===== config.mk =====
export PLATFORM = sky130hd
export DESIGN_NAME = display_buffer_scheduler
export DESIGN_NICKNAME = d
export VERILOG_FILES = /design/src/rtl/display_pkg.sv /design/src/rtl/display_clear_counter.sv /design/src/rtl/display_buffer_scheduler.sv
export SDC_FILE = /design/constraint.sdc
export NUM_CORES = 1
export LEC_CHECK = 0
export CORE_AREA = 2 2 74 76
export CTS_BUF_LIST = sky130_fd_sc_hd__clkbuf_4 sky130_fd_sc_hd__clkbuf_8
export DETAILED_ROUTE_END_ITERATION = 8
export DIE_AREA = 0 0 76 78
export PLACE_DENSITY_LB_ADDON = 0.15
export SLEW_MARGIN = 20
export SYNTH_ARGS = -nofsm -noshare
export SYNTH_HDL_FRONTEND = slang
export SYNTH_SLANG_ARGS = --single-unit

===== constraint.sdc =====
create_clock -name clk -period 1.8 [get_ports clk]
set_input_delay 0.45 -clock clk [delete_from_list [all_inputs] [get_ports clk]]
set_output_delay 0.45 -clock clk [all_outputs]
set_load 0.01 [all_outputs]

===== src/rtl/display_pkg.sv =====
// display_pkg: shared definitions for the display buffer scheduler slice.
//   - default geometry (segments, rows, columns, bits per colour channel)
//   - address-width helper constants ROW_W, COL_W, ADDR_W and pixel width PIXEL_W
//   - scheduler FSM state encoding (S_CLEAR only with DISPLAY_BUFFER_SCHEDULER_CLEAR_EN)
package display_pkg;

  localparam int unsigned DEF_SEGMENTS   = 1;
  localparam int unsigned DEF_ROWS       = 8;
  localparam int unsigned DEF_COLUMNS    = 32;
  localparam int unsigned DEF_CYCLEWIDTH = 8;

  localparam int unsigned ROW_W   = $clog2(DEF_ROWS);
  localparam int unsigned COL_W   = $clog2(DEF_COLUMNS);
  localparam int unsigned ADDR_W  = 1 + ROW_W + COL_W;
  localparam int unsigned PIXEL_W = DEF_CYCLEWIDTH * 3 * DEF_SEGMENTS;

  typedef enum logic [1:0] {
    S_IDLE      = 2'd0,
    S_SWAP_WAIT = 2'd1,
    S_SWAP      = 2'd2
`ifdef DISPLAY_BUFFER_SCHEDULER_CLEAR_EN
    ,S_CLEAR    = 2'd3
`endif
  } state_t;

  // Pixel word: one value per colour channel (RGB) per segment.
  function automatic int unsigned pixel_width(input int unsigned cyclewidth,
                                              input int unsigned segments);
    return cyclewidth * 3 * segments;
  endfunction

endpackage


===== src/rtl/display_clear_counter.sv =====
// display_clear_counter: row-major sweep counter over one frame bank.
// Ports:
//   clk, rst (async, active-low)
//   start  - restart the sweep at (0,0)
//   step   - advance to the next column (wrapping into the next row)
//   row, column - current sweep position
//   done   - current position is the last one (rows-1, columns-1)
module display_clear_counter
  import display_pkg::*;
#(
  parameter int unsigned rows    = DEF_ROWS,
  parameter int unsigned columns = DEF_COLUMNS
) (
  input  logic                       clk,
  input  logic                       rst,
  input  logic                       start,
  input  logic                       step,
  output logic [$clog2(rows)-1:0]    row,
  output logic [$clog2(columns)-1:0] column,
  output logic                       done
);

  localparam int unsigned RW = $clog2(rows);
  localparam int unsigned CW = $clog2(columns);
  localparam logic [RW-1:0] ROW_LAST = RW'(rows - 1);
  localparam logic [CW-1:0] COL_LAST = CW'(columns - 1);

  always_ff @(posedge clk or negedge rst) begin
    if (!rst) begin
      row    <= '0;
      column <= '0;
    end else if (start) begin
      row    <= '0;
      column <= '0;
    end else if (step) begin
      if (column == COL_LAST) begin
        column <= '0;
        row    <= (row == ROW_LAST) ? '0 : row + 1'b1;
      end else begin
        column <= column + 1'b1;
      end
    end
  end

  assign done = (row == ROW_LAST) && (column == COL_LAST);

endmodule


===== src/rtl/display_buffer_scheduler.sv =====
// display_buffer_scheduler: double-buffered frame memory scheduler.
// The driver reads the front bank; the writer (and the optional clear engine)
// fill the back bank; banks flip only at a driver frame_complete.
// Optional feature macro: DISPLAY_BUFFER_SCHEDULER_CLEAR_EN (adds clear_req
// and the S_CLEAR back-bank zero sweep).
// Ports:
//   clk, rst (async, active-low)
//   disp_row, disp_column, frame_complete  - from display_driver
//   rd_addr                                 - {front, disp_row, disp_column}, combinational
//   wr_req, wr_row, wr_column, wr_pixel, wr_ready - pixel writer handshake
//   swap_req, swap_pending, swap_done, front      - bank swap control/status
//   clear_req                                     - start back-bank clear (feature only)
//   mem_we, mem_waddr, mem_wdata                  - registered frame memory write port
//   frame_count                                   - frames displayed, wraps at 256
module display_buffer_scheduler
  import display_pkg::*;
#(
  parameter int unsigned segments   = DEF_SEGMENTS,
  parameter int unsigned rows       = DEF_ROWS,
  parameter int unsigned columns    = DEF_COLUMNS,
  parameter int unsigned cyclewidth = DEF_CYCLEWIDTH
) (
  input  logic                                          clk,
  input  logic                                          rst,
  input  logic [$clog2(rows)-1:0]                       disp_row,
  input  logic [$clog2(columns)-1:0]                    disp_column,
  input  logic                                          frame_complete,
  output logic [$clog2(rows)+$clog2(columns):0]         rd_addr,
  input  logic                                          wr_req,
  input  logic [$clog2(rows)-1:0]                       wr_row,
  input  logic [$clog2(columns)-1:0]                    wr_column,
  input  logic [pixel_width(cyclewidth, segments)-1:0]  wr_pixel,
  output logic                                          wr_ready,
  input  logic                                          swap_req,
  output logic                                          swap_pending,
  output logic                                          swap_done,
  output logic                                          front,
`ifdef DISPLAY_BUFFER_SCHEDULER_CLEAR_EN
  input  logic                                          clear_req,
`endif
  output logic                                          mem_we,
  output logic [$clog2(rows)+$clog2(columns):0]         mem_waddr,
  output logic [pixel_width(cyclewidth, segments)-1:0]  mem_wdata,
  output logic [7:0]                                    frame_count
);

  localparam int unsigned RW = $clog2(rows);
  localparam int unsigned CW = $clog2(columns);
  localparam logic [RW:0] ROW_LIM = (RW + 1)'(rows);
  localparam logic [CW:0] COL_LIM = (CW + 1)'(columns);

  state_t state, next_state;
  logic   set_pending;
  logic   do_flip;
  logic   wr_accept;
  logic   wr_in_range;

`ifdef DISPLAY_BUFFER_SCHEDULER_CLEAR_EN
  logic          clear_start;
  logic          clear_step;
  logic [RW-1:0] clear_row;
  logic [CW-1:0] clear_column;
  logic          clear_done;

  display_clear_counter #(
    .rows    (rows),
    .columns (columns)
  ) u_clear_counter (
    .clk    (clk),
    .rst    (rst),
    .start  (clear_start),
    .step   (clear_step),
    .row    (clear_row),
    .column (clear_column),
    .done   (clear_done)
  );
`endif

  assign rd_addr     = {front, disp_row, disp_column};
  assign wr_ready    = (state == S_IDLE) && !swap_pending;
  assign wr_accept   = wr_req && wr_ready;
  assign wr_in_range = ({1'b0, wr_row} < ROW_LIM) && ({1'b0, wr_column} < COL_LIM);

  always_ff @(posedge clk or negedge rst) begin
    if (!rst) state <= S_IDLE;
    else      state <= next_state;
  end

  always_comb begin
    next_state  = state;
    set_pending = 1'b0;
    do_flip     = 1'b0;
`ifdef DISPLAY_BUFFER_SCHEDULER_CLEAR_EN
    clear_start = 1'b0;
    clear_step  = 1'b0;
`endif
    case (state)
      S_IDLE: begin
`ifdef DISPLAY_BUFFER_SCHEDULER_CLEAR_EN
        // Clear wins over a simultaneous swap_req; the swap is still latched
        // and serviced once the sweep finishes.
        if (clear_req && !swap_pending) begin
          next_state  = S_CLEAR;
          clear_start = 1'b1;
          set_pending = swap_req;
        end else
`endif
        if (swap_req && !swap_pending) begin
          set_pending = 1'b1;
          next_state  = S_SWAP_WAIT;
        end
      end
      S_SWAP_WAIT: begin
        if (frame_complete) next_state = S_SWAP;
      end
      S_SWAP: begin
        do_flip    = 1'b1;
        next_state = S_IDLE;
      end
`ifdef DISPLAY_BUFFER_SCHEDULER_CLEAR_EN
      S_CLEAR: begin
        clear_step  = 1'b1;
        set_pending = swap_req && !swap_pending;
        if (clear_done)
          next_state = (swap_pending || set_pending) ? S_SWAP_WAIT : S_IDLE;
      end
`endif
      default: next_state = S_IDLE;
    endcase
  end

  always_ff @(posedge clk or negedge rst) begin
    if (!rst) begin
      front        <= 1'b0;
      swap_pending <= 1'b0;
      swap_done    <= 1'b0;
    end else begin
      swap_done <= do_flip;
      if (do_flip) begin
        front        <= ~front;
        swap_pending <= 1'b0;
      end else if (set_pending) begin
        swap_pending <= 1'b1;
      end
    end
  end

  // Writes always target the back bank (~front); front cannot change while a
  // write is in flight because writes stall whenever a swap is pending.
  always_ff @(posedge clk or negedge rst) begin
    if (!rst) begin
      mem_we    <= 1'b0;
      mem_waddr <= '0;
      mem_wdata <= '0;
    end else if (wr_accept) begin
      mem_we    <= wr_in_range;
      mem_waddr <= {~front, wr_row, wr_column};
      mem_wdata <= wr_pixel;
`ifdef DISPLAY_BUFFER_SCHEDULER_CLEAR_EN
    end else if (clear_step) begin
      mem_we    <= 1'b1;
      mem_waddr <= {~front, clear_row, clear_column};
      mem_wdata <= '0;
`endif
    end else begin
      mem_we <= 1'b0;
    end
  end

  always_ff @(posedge clk or negedge rst) begin
    if (!rst)                frame_count <= '0;
    else if (frame_complete) frame_count <= frame_count + 8'd1;
  end

endmodule


# Word-level counts from Yosys, hierarchy flattened
# Index checks and enable logic that the tools add are counted.
# totals
regBits	47
out_inout_bits	55
# classes
bitwise	1
n_eq_ne	4
add_sub_neg	1
muxes	9
n_reduce_logical	7
# ops
op	n
$add A8 B1 Y8 const B	1
$mux W1	6
$mux W2	2
$pmux W2 S2	1
$logic_and A1 B1 Y1	3
$eq A2 B1 Y1 const B	1
$eq A2 B2 Y1 const B	1
$logic_not A2 Y1	1
$ne A2 B1 Y1 const B	1
$ne A2 B2 Y1 const B	1
$reduce_and A2 Y1	1
$reduce_bool A2 Y1	1
$logic_not A1 Y1	1
$not A1 Y1	1

# Longest topological paths before layout
# logic_depth
ltp_word	6
depth_mapped	5
depth_no_buf	4

# Worst setup path after synthesis
# OpenSTA, ideal clock, no wires.
# synth_path
path_type	reg-to-reg
startpoint	register state[0]
endpoint	register mem_waddr[0]
arrival_time_ps	1412
setup_slack_ps	263
n_path_buf	2
required_time_ps	1675
path_stages_with_launch	6
period_less_slack_ps	1537
cell_sequence	dfrtp_1 nor3_2 and2_4 buf_12 buf_12 mux2_4
# synth_between
elab_chain_cells	3
# synth_lines
element	line	rtl
from (decl)	display_buffer_scheduler.sv:52	state_t state, next_state;
from (signal assigned)	display_buffer_scheduler.sv:86	else state <= next_state;
$logic_not A2 Y1	display_buffer_scheduler.sv:80	assign wr_ready = (state == S_IDLE) && !swap_pending;
$logic_and A1 B1 Y1	display_buffer_scheduler.sv:80	
via wr_ready	display_buffer_scheduler.sv:33	output logic wr_ready,
$logic_and A1 B1 Y1	display_buffer_scheduler.sv:81	assign wr_accept = wr_req && wr_ready;
to (signal assigned)	display_buffer_scheduler.sv:157	mem_waddr <= {~front, wr_row, wr_column};
to (decl)	display_buffer_scheduler.sv:42	output logic [$clog2(rows)+$clog2(columns):0] mem_waddr,
# The timed path passes the listed nets, and every way through them passes these cells.
# A chain may end at the register's enable or synchronous reset.

# Worst setup path after layout
# layout_path
startpoint	register frame_count[0]
endpoint	output port frame_count[0]
# layout_rtl
element	line	rtl
from (decl)	display_buffer_scheduler.sv:44	output logic [7:0] frame_count
from (signal assigned)	display_buffer_scheduler.sv:172	else if (frame_complete) frame_count <= frame_count + 8'd1;
# No word-level cell between the ends.

==> qor.yml <==
muxShareOfSynthArea_pct: 24.2
drtIter0Drc: 59
insertion_delay_ns: 0.29
die_area_mm2: 0.00593
yosysMostFrequentCell: "dfrtp_1"
ys_async_sr_fraction_pct: 100
avgSynthCellArea_um2: 16.1
hpwlAfterDp_um: 3120
maxCapViolations: 0
routed-via-count: 1236
p_int_uw: 3370
gp_congestion: 0.707
endpoint_kind: "output port"
ctsHoldBuffers: 0
hold_viol_final: 0
grt.busiest_layer: "met2"
die_width_um: 76
crit_fanout: 5
criticalPathCategory: "register to output port"
die_h_um: 78
ir_drop_mv: 0.819
wirelength_um: 4170
critPathMaxStageDelay_ns: 0.57
p_total_uw: 4750
path_buf_inv: 1
drt_pass1_iterations: 4
synth_xor_area_share_pct: 3.49
rsz0062_at_grt: "no"
drc: 0
synth_cell_types: 20
post_cts.repair.setup_buffers: 0
drive_gt1_share_pct: 25.1
synth_adder_area_share_pct: 0.623
antenna_found_initial: 0
synthCells: 125
p_switching_uw: 1390
synth-simple-area-share_pct: 4.55
cts_tree: "done"
met3_usage_pct: 4.53
ant_nets: 0
yosys-top-cells-area: "dfrtp_1 59%, mux2_4 21%, buf_12 4.0%"
critPathArrivalTime_ns: 1.28
grt_pass1_vias: 1347
fin_crit_ns: 1.73
syn-cell-area_mm2: 0.00201
drt-wirelength-per-cell_um: 15.0
comb_power_share_pct: 47.1
ys_seq_elements: 47
grt_use_total_pct: 14.8
cts.sinks: 47
cp_cell_sequence: "clkdlybuf4s50_1"
coreArea_mm2: 0.00504
synth_largest_area_cell: "dfrtp_1"
p_leak_uw: 0.00129
clockBufferDepth: 2
relSlewSlack_pct: 62.6
holdWs_ns: 0.145
synth_top_family_by_area: "multiplexers"
setup_viol: 0
p_per_area_mw_per_mm2: 1630
nNetsFinal: 252
crit_slowest_cell: "clkdlybuf4s50_1"
status: "finished, final reports clean"
power_frac_seq_pct: 39.7
grt-ovfl-total: 0
post_drt_via_cell_ratio: 4.46
drv_slew: 0
num_io_pins: 100
fin_skew_ns: 0.00836
core.rowCount: 26
yosys-top-cells-count: "47 x dfrtp_1, 28 x mux2_4, 9 x buf_4"
yosysSeqAreaShare_pct: 58.5
cp_top_family: "buffers and inverters"
period_share_pct: 96.0
htree_num_levels: 2
cts-root-buf: "clkbuf_8"
grt_use_met2_pct: 24.8
pwr-share-clk_pct: 13.2
clock.fmax_ghz: 0.579
path_clk_slew_ns: 0.08
tightest_slew_ns: 0.560
worstHoldPathType: "input port to asynchronous set/reset pin"
syn_nets: 171
switching_share_pct: 29.2
grt_pass1_wl_um: 6870
tns_ns: 0
yosysWarnings: 0
portBuffers: 83
critPathLaunchType: "register"
crit_required_ns: 1.35
rrSetupSlack_ns: 0.31
use_met1_pct: 17.8
yosys_most_used_dff: "dfrtp_1"
start_util_pct: 39.9
cts_made_buffers: 5
synth_compound_area_share_pct: 0.498
yosysTopAreaCellShare_pct: 58.5
area.growth.synth_to_final_pct: 45.5
grt_max_degree: 25
synth-edff-count: 0
num_antenna_cells: 0
[cell families after synthesis]
family                   Yosys count
multiplexers                      34
buffers and inverters             17
XOR/XNOR                           8
adder cells (fa/ha/maj)            1
AO/OA/AOI/OAI                      2
AND/OR/NAND/NOR                   16
flip-flops                        47
[power by group through the flow]
stage	logic, µW	registers [µW]	clock network [µW]
final	2240	1890	626
after global routing	2390	1960	710
after CTS	2280	1890	653
after detailed placement	2270	1900	0
after global placement	2230	1890	0
after floorplan	915	2080	0
[worst paths after layout]
kind                       cells past startpoint             end            from
setup / recovery                               1  frame_count[0]  frame_count[0]
hold / removal                                 1   mem_wdata[10]             rst
setup reg to reg                               4   mem_wdata[19]        state[0]
hold reg to reg                                1  frame_count[7]  frame_count[7]
max in group asynchronous                      2    mem_wdata[0]             rst
min in group clk                               1  frame_count[7]  frame_count[7]
[placed cells by master, fill, tap and decap left out, types with 4 or more instances in the layout]
master | Yosys | final
mux2_4 | 28 | 28
nand4_1 | 4 | 4
mux2_2 | 5 | 5
clkbuf_8 | 0 | 5
clkdlybuf4s50_1 | 0 | 81
xor2_1 | 5 | 5
dfrtp_1 | 47 | 45
nor2_1 | 5 | 5
[final cells by class]
type,instances,area (µm²)
clock buffers,7,83.8
clock inverters,1,5.00
repair buffers,88,887
fillers,430,2120
inverters,3,11.3
flip-flops and latches,47,1180
multi-input cells,61,671
well taps,70,87.6
[state kept, by name, summed over array words and instances (netlist names)]
| signal | count |
|---|---|
| frame_count | 8 |
| front | 1 |
| mem_waddr | 9 |
| mem_wdata | 24 |
| mem_we | 1 |
| state | 2 |
| swap_done | 1 |
| swap_pending | 1 |
[metal layers]
metal / part of all wire [%] / vias up
li1: - / 571
met1: 40 / 608
met2: 52 / 42
met3: 6.1 / 15
met4: 1.9 / 0
met5: 0 / -
[what timing repair did]
item	CTS	global route
resized for setup	1	2
cloned	0	0
endpoints found under the setup margin	1	2
[metrics by stage]
step / utilization (%) / setup WS [ns] / cell area [µm²] / std cells
floorplan: - / 0.263 / 2010 / 125
global placement: 56.2 / 0.0793 / 2830 / 269
detailed placement: 56.2 / 0.0621 / 2830 / 269
CTS: 57.9 / 0.0275 / 2920 / 277
global route: 58.0 / 0.00231 / 2920 / 277
finish: 58.0 / 0.0717 / 2920 / 277
Note: power is estimated with default switching activity, not from simulation.
